File: src/rtl/poker_betting_round_scheduler_pkg.sv
// poker_betting_round_scheduler_pkg: shared action codes, money width and FSM encoding
package poker_betting_round_scheduler_pkg;
   localparam int MONEY_W = 8;
   typedef logic [MONEY_W-1:0] money_t;
   localparam logic [2:0] A_NONE   = 3'b000;
   localparam logic [2:0] A_FOLD   = 3'b001;
   localparam logic [2:0] A_CHECK  = 3'b010;
   localparam logic [2:0] A_ALL_IN = 3'b011;
   localparam logic [2:0] A_CALL   = 3'b100;
   localparam logic [2:0] A_BET    = 3'b110;
   localparam logic [2:0] A_RAISE  = 3'b111;
   typedef enum logic [2:0] {S_IDLE, S_REQ, S_WAIT_V, S_CHECK, S_ACK, S_UPDATE, S_DONE} state_t;
endpackage

File: src/rtl/poker_betting_round_scheduler_if.sv
// poker_betting_round_scheduler_if: dealer <-> player move handshake and table view
interface poker_betting_round_scheduler_if;
   import poker_betting_round_scheduler_pkg::*;
   logic       output_valid;
   logic [2:0] action;
   money_t     make_bet;
   logic       request;
   logic       ack;
   logic       invalid;
   money_t     money_left;
   logic [2:0] opp_action;
   money_t     opp_bet;
   modport master (input output_valid, action, make_bet,
                   output request, ack, invalid, money_left, opp_action, opp_bet);
   modport slave (output output_valid, action, make_bet,
                  input request, ack, invalid, money_left, opp_action, opp_bet);
endinterface

File: src/rtl/poker_betting_round_scheduler_move_checker.sv
// poker_move_checker: legality and chip cost of one move given stack and amount owed
module poker_move_checker
   import poker_betting_round_scheduler_pkg::*;
(
   input  logic [2:0] action,
   input  money_t     bet,
   input  money_t     stack,
   input  money_t     to_call,
   output logic       legal,
   output money_t     pay
);
   // decode the move; pay is only meaningful when legal
   always_comb begin
      legal = 1'b0;
      pay = '0;
      case (action)
         A_FOLD: legal = 1'b1;
         A_CHECK: legal = to_call == '0;
         A_CALL: begin
            legal = to_call != '0;
            pay = to_call < stack ? to_call : stack;
         end
         A_BET: begin
            legal = to_call == '0 && bet != '0 && bet <= stack;
            pay = bet;
         end
         A_RAISE: begin
            legal = to_call != '0 && bet > to_call && bet <= stack;
            pay = bet;
         end
         A_ALL_IN: begin
            legal = stack != '0;
            pay = stack;
         end
         default: legal = 1'b0;
      endcase
   end
endmodule

File: src/rtl/poker_betting_round_scheduler.sv
// poker_betting_round_scheduler: grants turns, checks moves, keeps stacks/pot, reports round end
module poker_betting_round_scheduler
   import poker_betting_round_scheduler_pkg::*;
#(
   parameter int TIMEOUT_CYC = 1024,
   parameter int MAX_INVALID = 3
) (
   input  logic   clk,
   input  logic   rst_n,
   input  logic   round_start,
   input  logic   first_player,
   input  logic   new_hand,
   input  logic   stack_load,
   input  money_t stack_init,
   poker_betting_round_scheduler_if.master p0,
   poker_betting_round_scheduler_if.master p1,
   output money_t pot_size,
   output logic   round_done,
   output logic   hand_over,
   output logic   winner
);
   localparam int TW = $clog2(TIMEOUT_CYC) + 1;
   localparam int IW = $clog2(MAX_INVALID) + 1;
   state_t state_q, state_d;
   logic cur_q, cur_d, fold_q, fold_d, winner_q, winner_d;
   logic [2:0] act_q, act_d, m_act;
   money_t bet_q, bet_d, pot_q, pot_d, pay, to_call, m_bet;
   logic [TW-1:0] timer_q, timer_d;
   logic [IW-1:0] inv_q, inv_d;
   logic [1:0][MONEY_W-1:0] stack_q, stack_d, contrib_q, contrib_d, last_bet_q, last_bet_d;
   logic [1:0][2:0] last_act_q, last_act_d;
   logic [1:0] allin_q, allin_d, acted_q, acted_d;
   logic legal, m_valid, settle;
   logic [MONEY_W:0] pot_sum;
   assign m_valid = cur_q ? p1.output_valid : p0.output_valid;
   assign m_act = cur_q ? p1.action : p0.action;
   assign m_bet = cur_q ? p1.make_bet : p0.make_bet;
   assign to_call = contrib_q[~cur_q] > contrib_q[cur_q] ? contrib_q[~cur_q] - contrib_q[cur_q] : '0;
   poker_move_checker u_chk (
      .action (act_q),
      .bet    (bet_q),
      .stack  (stack_q[cur_q]),
      .to_call(to_call),
      .legal  (legal),
      .pay    (pay)
   );
   // turn sequencing, move capture and table bookkeeping
   always_comb begin
      state_d = state_q;
      cur_d = cur_q;
      act_d = act_q;
      bet_d = bet_q;
      timer_d = timer_q;
      inv_d = inv_q;
      stack_d = stack_q;
      contrib_d = contrib_q;
      pot_d = pot_q;
      last_act_d = last_act_q;
      last_bet_d = last_bet_q;
      allin_d = allin_q;
      acted_d = acted_q;
      fold_d = fold_q;
      winner_d = winner_q;
      settle = 1'b0;
      pot_sum = {1'b0, pot_q} + {1'b0, pay};
      case (state_q)
         S_IDLE: begin
            if (stack_load) stack_d = {stack_init, stack_init};
            if (round_start) begin
               contrib_d = '0;
               acted_d = '0;
               inv_d = '0;
               cur_d = first_player;
               state_d = S_REQ;
            end
         end
         S_REQ: begin
            timer_d = '0;
            act_d = A_CHECK;
            bet_d = '0;
            state_d = allin_q[cur_q] ? S_UPDATE : S_WAIT_V;
         end
         S_WAIT_V: begin
            if (m_valid) begin
               act_d = m_act;
               bet_d = m_bet;
               state_d = S_CHECK;
            end else if (timer_q == TW'(TIMEOUT_CYC - 1)) begin
               act_d = A_FOLD;
               state_d = S_UPDATE;
            end else begin
               timer_d = &timer_q ? timer_q : timer_q + 1'b1;
            end
         end
         S_CHECK: begin
            if (legal) begin
               state_d = S_ACK;
            end else begin
               inv_d = inv_q + 1'b1;
               act_d = A_FOLD;
               state_d = int'(inv_q) + 1 >= MAX_INVALID ? S_UPDATE : S_REQ;
            end
         end
         S_ACK: state_d = m_valid ? S_ACK : S_UPDATE;
         S_UPDATE: begin
            stack_d[cur_q] = stack_q[cur_q] - pay;
            contrib_d[cur_q] = contrib_q[cur_q] + pay;
            pot_d = pot_sum[MONEY_W] ? '1 : pot_sum[MONEY_W-1:0];
            last_act_d[cur_q] = act_q;
            last_bet_d[cur_q] = pay;
            acted_d[cur_q] = 1'b1;
            allin_d[cur_q] = allin_q[cur_q] | (act_q == A_ALL_IN) | (pay != '0 && pay == stack_q[cur_q]);
            settle = (act_q == A_FOLD) | (&acted_d & (contrib_d[0] == contrib_d[1])) | (&allin_d)
                   | (allin_d[0] & acted_d[1] & (contrib_d[1] >= contrib_d[0]))
                   | (allin_d[1] & acted_d[0] & (contrib_d[0] >= contrib_d[1]));
            fold_d = act_q == A_FOLD;
            winner_d = ~cur_q;
            inv_d = '0;
            cur_d = ~cur_q;
            state_d = settle ? S_DONE : S_REQ;
         end
         S_DONE: state_d = S_IDLE;
         default: state_d = S_IDLE;
      endcase
      if (new_hand) begin
         state_d = S_IDLE;
         contrib_d = '0;
         acted_d = '0;
         allin_d = '0;
         fold_d = 1'b0;
      end
   end
   // state register with asynchronous active-low reset
   always_ff @(posedge clk or negedge rst_n) begin
      if (!rst_n) begin
         state_q <= S_IDLE;
         cur_q <= 1'b0;
         act_q <= A_NONE;
         bet_q <= '0;
         timer_q <= '0;
         inv_q <= '0;
         stack_q <= '0;
         contrib_q <= '0;
         pot_q <= '0;
         last_act_q <= {A_NONE, A_NONE};
         last_bet_q <= '0;
         allin_q <= '0;
         acted_q <= '0;
         fold_q <= 1'b0;
         winner_q <= 1'b0;
      end else begin
         state_q <= state_d;
         cur_q <= cur_d;
         act_q <= act_d;
         bet_q <= bet_d;
         timer_q <= timer_d;
         inv_q <= inv_d;
         stack_q <= stack_d;
         contrib_q <= contrib_d;
         pot_q <= pot_d;
         last_act_q <= last_act_d;
         last_bet_q <= last_bet_d;
         allin_q <= allin_d;
         acted_q <= acted_d;
         fold_q <= fold_d;
         winner_q <= winner_d;
      end
   end
   assign p0.request = ~cur_q & (state_q == S_WAIT_V | (state_q == S_REQ & ~allin_q[0]));
   assign p1.request = cur_q & (state_q == S_WAIT_V | (state_q == S_REQ & ~allin_q[1]));
   assign p0.ack = ~cur_q & (state_q == S_ACK);
   assign p1.ack = cur_q & (state_q == S_ACK);
   assign p0.invalid = ~cur_q & (state_q == S_CHECK) & ~legal;
   assign p1.invalid = cur_q & (state_q == S_CHECK) & ~legal;
   assign p0.money_left = stack_q[0];
   assign p1.money_left = stack_q[1];
   assign p0.opp_action = last_act_q[1];
   assign p1.opp_action = last_act_q[0];
   assign p0.opp_bet = last_bet_q[1];
   assign p1.opp_bet = last_bet_q[0];
   assign pot_size = pot_q;
   assign round_done = state_q == S_DONE;
   assign hand_over = (state_q == S_DONE) & fold_q;
   assign winner = (state_q == S_DONE) & fold_q & winner_q;
endmodule

File: src/flat_wrapper.sv
// flat-port wrapper written by rule: the top's interface ports become plain ports
module poker_betting_round_scheduler_flat import poker_betting_round_scheduler_pkg::*;
#(
   parameter int TIMEOUT_CYC = 1024,
   parameter int MAX_INVALID = 3
)
  (clk, rst_n, round_start, first_player, new_hand, stack_load, stack_init, pot_size, round_done, hand_over, winner, p0_output_valid, p0_action, p0_make_bet, p0_request, p0_ack, p0_invalid, p0_money_left, p0_opp_action, p0_opp_bet, p1_output_valid, p1_action, p1_make_bet, p1_request, p1_ack, p1_invalid, p1_money_left, p1_opp_action, p1_opp_bet);
  poker_betting_round_scheduler_if p0_i ();
  poker_betting_round_scheduler_if p1_i ();
  input  logic clk;
  input  logic rst_n;
  input  logic round_start;
  input  logic first_player;
  input  logic new_hand;
  input  logic stack_load;
  input  money_t stack_init;
  output money_t pot_size;
  output logic round_done;
  output logic hand_over;
  output logic winner;
  input wire logic [$bits(p0_i.output_valid)-1:0] p0_output_valid;
  input wire logic [$bits(p0_i.action)-1:0] p0_action;
  input wire logic [$bits(p0_i.make_bet)-1:0] p0_make_bet;
  output wire logic [$bits(p0_i.request)-1:0] p0_request;
  output wire logic [$bits(p0_i.ack)-1:0] p0_ack;
  output wire logic [$bits(p0_i.invalid)-1:0] p0_invalid;
  output wire logic [$bits(p0_i.money_left)-1:0] p0_money_left;
  output wire logic [$bits(p0_i.opp_action)-1:0] p0_opp_action;
  output wire logic [$bits(p0_i.opp_bet)-1:0] p0_opp_bet;
  input wire logic [$bits(p1_i.output_valid)-1:0] p1_output_valid;
  input wire logic [$bits(p1_i.action)-1:0] p1_action;
  input wire logic [$bits(p1_i.make_bet)-1:0] p1_make_bet;
  output wire logic [$bits(p1_i.request)-1:0] p1_request;
  output wire logic [$bits(p1_i.ack)-1:0] p1_ack;
  output wire logic [$bits(p1_i.invalid)-1:0] p1_invalid;
  output wire logic [$bits(p1_i.money_left)-1:0] p1_money_left;
  output wire logic [$bits(p1_i.opp_action)-1:0] p1_opp_action;
  output wire logic [$bits(p1_i.opp_bet)-1:0] p1_opp_bet;
  assign p0_i.output_valid = p0_output_valid;
  assign p0_i.action = p0_action;
  assign p0_i.make_bet = p0_make_bet;
  assign p0_request = p0_i.request;
  assign p0_ack = p0_i.ack;
  assign p0_invalid = p0_i.invalid;
  assign p0_money_left = p0_i.money_left;
  assign p0_opp_action = p0_i.opp_action;
  assign p0_opp_bet = p0_i.opp_bet;
  assign p1_i.output_valid = p1_output_valid;
  assign p1_i.action = p1_action;
  assign p1_i.make_bet = p1_make_bet;
  assign p1_request = p1_i.request;
  assign p1_ack = p1_i.ack;
  assign p1_invalid = p1_i.invalid;
  assign p1_money_left = p1_i.money_left;
  assign p1_opp_action = p1_i.opp_action;
  assign p1_opp_bet = p1_i.opp_bet;
  poker_betting_round_scheduler #(.TIMEOUT_CYC(TIMEOUT_CYC), .MAX_INVALID(MAX_INVALID)) u_core (.clk(clk), .rst_n(rst_n), .round_start(round_start), .first_player(first_player), .new_hand(new_hand), .stack_load(stack_load), .stack_init(stack_init), .p0(p0_i), .p1(p1_i), .pot_size(pot_size), .round_done(round_done), .hand_over(hand_over), .winner(winner));
endmodule
File: config.mk
export PLATFORM = sky130hd
export DESIGN_NAME = poker_betting_round_scheduler_flat
export DESIGN_NICKNAME = d
export VERILOG_FILES = /design/src/rtl/poker_betting_round_scheduler_pkg.sv /design/src/rtl/poker_betting_round_scheduler_if.sv /design/src/rtl/poker_betting_round_scheduler_move_checker.sv /design/src/rtl/poker_betting_round_scheduler.sv /design/src/flat_wrapper.sv
export SDC_FILE = /design/constraint.sdc
export NUM_CORES = 1
export LEC_CHECK = 0
export CAP_MARGIN = 10
export CORE_MARGIN = 1
export CORE_UTILIZATION = 46
export DETAILED_ROUTE_END_ITERATION = 7
export HOLD_SLACK_MARGIN = 0.15
export PLACE_DENSITY = 0.66
export SLEW_MARGIN = 20
export SYNTH_ARGS = -nofsm -noshare
export SYNTH_HDL_FRONTEND = slang
export SYNTH_SLANG_ARGS = --single-unit
File: constraint.sdc
create_clock -name clk -period 9.6 [get_ports clk]
set_input_delay 1.92 -clock clk [delete_from_list [all_inputs] [get_ports clk]]
set_output_delay 1.92 -clock clk [all_outputs]
set_load 0.02 [all_outputs]
==> summary.txt <==
Critical path
  • Buf/Inv on CP: 2
  • Worst Path Arrival: 8.76 ns
  • Critical Path Start Type: flop
  • Reg-to-Reg Start: u_core.cur_q
  • Worst EP required: ~9.8 ns
  • Kind of cell adding the most delay to the critical path: compound AO/OA/AOI/OAI gates
  • Crit-path max FO: 28
  • Critical-path top delay cell: dfrtp_2
  • Setup crit end kind: flop
  • CP Class: reg2reg
  • Crit path from: u_core.cur_q
  • Critical path's largest stage delay: 0.70 ns

STA
  • Period Utilization, post-route: 89.0%
  • Setup ws final: ~1.1 ns
  • Time the worst path needs with I/O delays and setup: between 8 and 9 ns
  • Final hold vios: 0
  • Tightest hold margin: 0.477 ns
  • Setup violations, final: 0
  • Least-Margin Pin Slew: approximately 1.1 ns
  • Maximum clock rate: roughly 120 MHz
  • Setup TNS: 0 ns
  • Final Max Tran Viols: 0
  • Worst clock skew: roughly 0.011 ns
  • Worst slew margin: roughly 28%
  • Unrepaired setup endpoints after global routing: no

Synth
  • Register area share after synthesis: 33.2%
  • Synth warn: 0
  • Post-synth EDFFs: 0
  • Most used DFF post-synth: dfrtp_1
  • Yosys cell types: 78
  • Mean post-synth cell area: ~8.7 um^2
  • Flops & latches, synth: between 90 and 100
  • Post-synthesis cell count: around 840
  • Async set or reset register ratio after synthesis: 100%
  • Post-synth net total: about 950
  • Synth Cell Area: around 0.0073 mm^2

CTS
  • Clock slew at reported path FFs: ~0.070 ns
  • TritonCTS Buffers: 9
  • Sink Count: slightly below 100
  • Clk_lat worst skew: between 0.3 and 0.4 ns
  • H-tree lvl count: 3
  • Deepest clock path buffer count: 2
  • CTS tree: yes
  • Post-CTS sizing: 0
  • # hold bufs at CTS: 0
  • Post-CTS Setup Bufs: 0
  • Clock root buffer: clkbuf_16

Drt
  • Via count: ~6400
  • Initial drt markers: around 400
  • Drt total wl: 19300 um
  • Post-DR vias/cell: between 5 and 6
  • Residual DRC: 0
  • Mean routed wirelength per cell: 16.9 um
  • Initial DRT Pass Iterations: 5
  • Post-DRT Antenna Nets: 0

Global route
  • Pin count of the biggest net entering global routing: 60
  • Tot GR Track Use: 24.7%
  • Wire length of the first global-routing pass: approximately 31000 um
  • Initial antenna violation count: 0
  • Number of global-route vias before repair: about 6000
  • Grt ovf: 0

Die
  • Starting Density: 47.5%
  • Die extent in y: 128 um
  • Core area: between 0.015 and 0.02 mm^2
  • Num ports: 93
  • Die ar.: 0.0164 mm^2
  • Die Width: between 100 and 150 um
  • Site row count: 45

Layout
  • Layout cells sized above 1: about 5.8%
  • Final Cell Area: between 0.008 and 0.009 mm^2
  • Most common cell after layout, fill and taps aside: dfrtp_1
  • Layout net count: just over 1000
  • Ant diodes: 0
  • Area growth syn-to-layout: 19.2%
  • Most frequent cells in the layout: dfrtp_1 (96), clkdlybuf4s50_1 (91), nand2_1 (86)

Run
  • Maxcap violations: 0

Power and ir drop
  • PD cells: 245 mW/mm^2
  • Worst VDD drop: about 0.094 mV
  • Final Total Pwr: approximately 2.1 mW
  • Leak: slightly above 4 nW

Placed design
  • Post-detail-place hpwl: 14900 um
  • Pre-CTS WS: roughly 1.2 ns
  • I/O Buffers: 92
  • Placed cell area: approximately 0.0084 mm^2
  • Routability congestion estimate: around 0.95

Worst hold path
  • Type of the tightest min-delay check: reg2reg
  • Worst Hold Launch: u_core.winner_q

Run status
  • Outcome: complete, no violations
[power breakdown]
group,internal [mW],leakage (nW),switching [mW]
sequential,0.499,1.28,0.122
clock,0.174,0.124,0.160
combinational,0.499,2.69,0.682
[synthesized netlist by cell type (11+ instances only)]
cell      count  area share [%]
ha_1         64              11
clkbuf_1     24             1.2
o22ai_1      15             1.3
mux2i_1      33             4.5
nand2_1      86             4.4
o21ai_0      50             3.4
nand4_1      15             1.3
nor2b_1      11            0.94
nor2_1       84             4.3
a21oi_1      75             5.1
xor2_1       11             1.3
inv_1        58             3.0
a21o_1       19             2.0
nor3_1       11            0.75
or3_1        14             1.2
dfrtp_1      97              33
xnor2_1      18             2.2
[per-layer routing]
metal | share of wire [%] | up-vias | GRT usage [%]
met5 | 0 | - | 0
met4 | 2.2 | 0 | 9.00
met3 | 4.8 | 30 | 3.51
met2 | 45 | 196 | 39.3
met1 | 48 | 3016 | 34.2
li1 | - | 3202 | -
[stage by stage]
step / std cells / utilization [%]
after global routing: 1141 / 56.6
after CTS: 1141 / 56.6
after detailed placement: 1126 / 54.9
after floorplan: 843 / -
after global placement: 1126 / 54.9
final: 1141 / 56.6
[kinds of logic after synthesis]
| kind of cell | after synthesis | synth area share, % |
|---|---|---|
| buffers and inverters | 89 | 4.66 |
| AO/OA/AOI/OAI | 248 | 22.9 |
| XOR/XNOR | 29 | 3.48 |
| flip-flops | 97 | 33.2 |
| AND/OR/NAND/NOR | 266 | 17.0 |
| adder cells (fa/ha/maj) | 68 | 12.1 |
| multiplexers | 46 | 6.68 |
[area by class of cell]
| cell class | count | area [um^2] |
|---|---|---|
| fill | 1429 | 6660 |
| multi-input combinational | 657 | 4540 |
| sequential | 97 | 2430 |
| timing repair buffer | 102 | 993 |
| tap | 211 | 264 |
| clock buffer | 10 | 229 |
| inverter | 59 | 221 |
| clock inverter | 5 | 33.8 |
[worst paths after layout]
path / cells past startpoint / end / slack [ns]
worst max-delay path: 34 / u_core.state_q[1] / 1.05
worst min-delay path: 1 / u_core.winner_q / 0.48
worst max register to register: 34 / u_core.state_q[1] / 1.05
worst min register to register: 1 / u_core.winner_q / 0.48
max in group asynchronous: 2 / u_core.cur_q / 6.88
min in group asynchronous: 1 / u_core.pot_size[4] / 1.52
[state kept, by name, summed over array words and instances (netlist names)]
signal                flops
u_core.act_q              3
u_core.acted_q            2
u_core.allin_q            2
u_core.bet_q              8
u_core.contrib_q         16
u_core.cur_q              1
u_core.fold_q             1
u_core.inv_q              3
u_core.p0.money_left      8
u_core.p0.opp_action      3
u_core.p0.opp_bet         8
u_core.p1.money_left      8
u_core.p1.opp_action      3
u_core.p1.opp_bet         8
u_core.pot_size           8
u_core.state_q            3
u_core.timer_q           11
u_core.winner_q           1
(Power assumes the default switching activity.)
